### src/rtl/tohost_monitor.sv
// Test-run supervisor: holds the CPU in reset, then watches CSR writes to the
// tohost address and records pass/fail/timeout with a RUN-cycle count.
module tohost_monitor #(
  parameter int unsigned  RESET_HOLD_CYCLES = 30,
  parameter int unsigned  TIMEOUT_CYCLES    = 10000,
  parameter logic [11:0]  TOHOST_ADDR       = 12'h51e
) (
  input  logic        clk,
  input  logic        rst,
  input  logic        start,
  input  logic        csr_we,
  input  logic [11:0] csr_addr,
  input  logic [31:0] csr_wdata,
  output logic        cpu_rst,
  output logic        busy,
  output logic        done,
  output logic        pass,
  output logic        fail,
  output logic        timeout,
  output logic [30:0] fail_code,
  output logic [31:0] cycle_count
);

  localparam logic [31:0] HOLD_LAST = 32'(RESET_HOLD_CYCLES - 1);
  localparam logic [31:0] TO_LAST   = 32'(TIMEOUT_CYCLES - 1);

  typedef enum logic [1:0] {
    S_HOLD = 2'd0,
    S_RUN  = 2'd1,
    S_DONE = 2'd2
  } state_e;

  state_e      state_q, state_d;
  logic [31:0] hold_cnt_q, hold_cnt_d;
  logic [1:0]  sync_q;
  logic        cpu_rst_q, cpu_rst_d;
  logic        busy_q, busy_d;
  logic        done_q, done_d;
  logic        pass_q, pass_d;
  logic        fail_q, fail_d;
  logic        timeout_q, timeout_d;
  logic [30:0] fail_code_q, fail_code_d;
  logic [31:0] cycle_count_q, cycle_count_d;
  logic        complete;

  assign complete = csr_we && (csr_addr == TOHOST_ADDR) && csr_wdata[0];

  // Reset release is only trusted once it has passed through two flops.
  always_ff @(posedge clk or negedge rst) begin
    if (!rst) sync_q <= 2'b00;
    else      sync_q <= {sync_q[0], 1'b1};
  end

  always_ff @(posedge clk or negedge rst) begin
    if (!rst) begin
      state_q       <= S_HOLD;
      hold_cnt_q    <= '0;
      cpu_rst_q     <= 1'b1;
      busy_q        <= 1'b1;
      done_q        <= 1'b0;
      pass_q        <= 1'b0;
      fail_q        <= 1'b0;
      timeout_q     <= 1'b0;
      fail_code_q   <= '0;
      cycle_count_q <= '0;
    end else begin
      state_q       <= state_d;
      hold_cnt_q    <= hold_cnt_d;
      cpu_rst_q     <= cpu_rst_d;
      busy_q        <= busy_d;
      done_q        <= done_d;
      pass_q        <= pass_d;
      fail_q        <= fail_d;
      timeout_q     <= timeout_d;
      fail_code_q   <= fail_code_d;
      cycle_count_q <= cycle_count_d;
    end
  end

  always_comb begin
    state_d       = state_q;
    hold_cnt_d    = hold_cnt_q;
    cpu_rst_d     = cpu_rst_q;
    busy_d        = busy_q;
    done_d        = done_q;
    pass_d        = pass_q;
    fail_d        = fail_q;
    timeout_d     = timeout_q;
    fail_code_d   = fail_code_q;
    cycle_count_d = cycle_count_q;

    if (start) begin
      state_d     = S_HOLD;
      hold_cnt_d  = '0;
      cpu_rst_d   = 1'b1;
      busy_d      = 1'b1;
      done_d      = 1'b0;
      pass_d      = 1'b0;
      fail_d      = 1'b0;
      timeout_d   = 1'b0;
      fail_code_d = '0;
    end else begin
      case (state_q)
        S_HOLD: begin
          if (hold_cnt_q == HOLD_LAST) begin
            // Counter parks at its last value until the reset sync catches up.
            if (sync_q[1]) begin
              state_d       = S_RUN;
              cpu_rst_d     = 1'b0;
              cycle_count_d = '0;
            end
          end else begin
            hold_cnt_d = hold_cnt_q + 32'd1;
          end
        end
        S_RUN: begin
          if (complete) begin
            state_d     = S_DONE;
            busy_d      = 1'b0;
            done_d      = 1'b1;
            pass_d      = (csr_wdata[31:1] == 31'd0);
            fail_d      = (csr_wdata[31:1] != 31'd0);
            fail_code_d = csr_wdata[31:1];
          end else if (cycle_count_q == TO_LAST) begin
            state_d     = S_DONE;
            busy_d      = 1'b0;
            done_d      = 1'b1;
            timeout_d   = 1'b1;
            fail_code_d = '0;
          end else begin
            cycle_count_d = cycle_count_q + 32'd1;
          end
        end
        S_DONE: begin
        end
        default: begin
          state_d    = S_HOLD;
          hold_cnt_d = '0;
          cpu_rst_d  = 1'b1;
          busy_d     = 1'b1;
        end
      endcase
    end
  end

  assign cpu_rst     = cpu_rst_q;
  assign busy        = busy_q;
  assign done        = done_q;
  assign pass        = pass_q;
  assign fail        = fail_q;
  assign timeout     = timeout_q;
  assign fail_code   = fail_code_q;
  assign cycle_count = cycle_count_q;

endmodule

### config.mk
export PLATFORM = sky130hd
export DESIGN_NAME = tohost_monitor
export DESIGN_NICKNAME = d
export VERILOG_FILES = /design/src/rtl/tohost_monitor.sv
export SDC_FILE = /design/constraint.sdc
export NUM_CORES = 1
export LEC_CHECK = 0
export ABC_AREA = 0
export ABC_CLOCK_PERIOD_IN_PS = 3250
export BUFFER_PORTS_ARGS = -buffer_cell sky130_fd_sc_hd__clkbuf_2
export CORE_MARGIN = 10
export CORE_UTILIZATION = 55
export DETAILED_ROUTE_END_ITERATION = 12
export GPL_ROUTABILITY_DRIVEN = 0
export PLACE_DENSITY = 0.8
export SLEW_MARGIN = 20
export SYNTH_ARGS = -nofsm -noshare
export SYNTH_HDL_FRONTEND = slang
export SYNTH_SLANG_ARGS = --single-unit
### constraint.sdc
create_clock -name clk -period 3.25 [get_ports clk]
set_input_delay 0.65 -clock clk [delete_from_list [all_inputs] [get_ports clk]]
set_output_delay 0.65 -clock clk [all_outputs]
set_load 0.01 [all_outputs]
==> flow_summary.ini <==
[outcome]
status = finished, final reports clean

[drt]
wl_met3_um = 1180
dr.pass1.iters = 5
vias_per_cell = 6.20
routed.top_layer = met4
antenna_left = 0
wl_met2_um = 7570
drc = 0
post_drt_wl_per_cell_um = 17.9
drt-met1-wl_um = 6450
drt_wl_total_um = 15400
route.vias.total = 5338
drtIter0Drc = 553

[timing]
hold_violations = 0
setup_viol_count_final = 0
maxSlewViolCount = 0
fin_ws_ns = 0.406
fmax_ghz = 0.352
final.period_utilization_pct = 87.5
fin_crit_ns = 2.84
slew_headroom_pct = 44.2
rsz0062_at_grt = false
fin_tns_setup_ns = 0
finClkSkew_ns = 0.0132
worstMarginPinSlew_ns = 0.833

[cells_and_area]
post-route-util_pct = 66.2
layout_common_cells = 115 x clkbuf_2, 103 x dfrtp_1, 57 x nand2_1
area_growth_pct = 16.9
nets = 778
final_layout_size_suffix_gt1_share_pct = 22.9
diodes = 0
fill_cells = 842
layout_commonest_cell = clkbuf_2

[grt]
track_usage_pct = 21.0
grt_pass1_wl_um = 25500
first_global_vias = 5255
gr-total-overflow = 0
antenna_found_initial = 0
grt_max_degree = 61

[placed_design]
pre_cts_ws_ns = 0.368
dpl.hpwl_um = 10900
io_buffers = 116

[power_and_ir_drop]
p_leak_uw = 0.00286
ir_drop_v = 0.000191
power_density_nw_per_um2 = 363
power_uw = 2360

[setup_path]
cpMaxStageDelayCell = or4b_1
cp_cell_sequence = inv_1, ha_1, nor4b_1, nand4_1, o31a_1, or4b_1, buf_4, o31a_1, a31oi_1
crit_type = reg -> reg
required_ns = 3.56
critPathMostFrequentCell = o31a_1
critPathLaunchType = flop
cp_max_fo = 16
worst-path-buf-inv = 2
crit_family = simple AND/OR/NAND/NOR gates
critical_path.endpoint_type = flop
max_stage_delay_ns = 0.52
cp.arrival_ns = 3.16

[floorplanning]
die_h_um = 121
initial_utilization_pct = 56.6
core_area_um2 = 9820
die_x_um = 121
die-area_um2 = 14500
pin_count = 117
num_rows = 36

[synthesis]
synth-seq-cells = 105
netlist_instances = 618
ys_warn_count = 0
synth_enable_flop_cells = 0
async_reset_ff_share_pct = 100
syn_avg_cell_area_um2 = 9.00
netlist_area_um2 = 5560
ys_seq_area_share_pct = 47.3
ys.flop_type = dfrtp_1
ys_types = 59
syn_nets = 673

[clock_tree]
clkSinkCount = 105
cts-resized-gates = 0
htree_levels = 3
cts_buffers = 9
clkTransAtPathRegs_ns = 0.11
insertion_delay_ns = 0.39
cts_tree = built
post_cts_buffers = 0
cts_root_buf = clkbuf_8
cts_hold_buffers = 0
clk_path_buf_depth = 2

[flow_run]
drv_cap = 0

[min_path]
hp-class = in -> async
## kinds of logic (layout without fill, tap and decap cells)
group / after synthesis / in the layout / share of synthesized area (%)
AO/OA/AOI/OAI: 157 / 157 / 16.8
XOR/XNOR: 21 / 21 / 3.31
adder cells (fa/ha/maj): 7 / 7 / 1.58
buffers and inverters: 52 / 162 / 3.96
flip-flops: 105 / 105 / 47.3
multiplexers: 3 / 3 / 0.585
other: 1 / 1 / 0.0675
AND/OR/NAND/NOR: 272 / 272 / 26.4
## stage by stage
step	instance area, um^2	cells	hold WS (ns)
5_1_grt	6500	861	0.387
6_report	6500	861	0.344
3_3_place_gp	6280	845	0.331
3_5_place_dp	6290	845	0.343
2_1_floorplan	5560	618	0.331
4_1_cts	6500	861	0.377
## state kept, by name, summed over array words and instances, names as in the netlist
| signal | flops |
|---|---|
| busy | 1 |
| cpu_rst | 1 |
| cycle_count | 32 |
| done | 1 |
| fail | 1 |
| fail_code | 31 |
| hold_cnt_q | 32 |
| pass | 1 |
| state_q | 2 |
| sync_q | 2 |
| timeout | 1 |
## worst paths after layout
| kind | startpoint | slack (ns) | to | depth (start not counted) |
|---|---|---|---|---|
| setup / recovery | hold_cnt_q[1] | 0.41 | cycle_count[29] | 9 |
| hold / removal | rst | 0.34 | cycle_count[10] | 1 |
| setup reg to reg | hold_cnt_q[1] | 0.41 | cycle_count[29] | 9 |
| hold reg to reg | sync_q[0] | 0.38 | sync_q[1] | 0 |
| max in group asynchronous | rst | 2.12 | busy | 2 |
| min in group clk | sync_q[0] | 0.38 | sync_q[1] | 0 |
## where the power goes
group	leakage (uW)	total, uW	switching [uW]	internal, uW
combinational	0.00134	139	87.7	51.0
sequential	0.00141	1340	20.9	1320
clock	0.000104	881	507	374
## cell type report
class	instances	area [um^2]	area share (%)
clock buffer	9	124	1.91
multi-input combinational	461	2730	42.1
clock inverter	7	86.3	1.33
sequential	105	2630	40.5
timing repair buffer	129	693	10.7
tap	133	166	2.56
inverter	17	63.8	0.982
## worst register-to-register path, cell delays in order, from the launching register on
cell and delay [ns]:
dfrtp_1 0.41, inv_1 0.08, ha_1 0.13, nor4b_1 0.26, nand4_1 0.30, o31a_1 0.42
or4b_1 0.52, buf_4 0.22, o31a_1 0.32, a31oi_1 0.13
## metal layers
metal  track usage (%)  up-vias
met4              7.39        0
met5                 0        -
met3              5.77       26
met1              26.8     2616
met2              33.5      219
li1                  -     2477
## Yosys cell counts, types with 4 or more instances
master,number,share of area [%]
a21oi_1,54,4.9
a31oi_1,14,1.6
and2_1,5,0.56
and3_1,12,1.4
clkbuf_1,30,2.0
dfrtp_1,103,46
ha_1,7,1.6
inv_1,17,1.1
nand2_1,57,3.8
nand3_1,45,4.1
nand4_1,24,2.7
nor2_1,50,3.4
nor2b_1,4,0.45
nor3_1,12,1.1
nor4_1,19,2.1
nor4b_1,4,0.63
o2111ai_1,5,0.79
o211ai_1,5,0.68
o21ai_0,46,4.1
o21ai_1,6,0.54
o31ai_1,7,0.95
or3_1,13,1.5
xnor2_1,10,1.6
xor2_1,11,1.7
(Power assumes the default switching activity.)
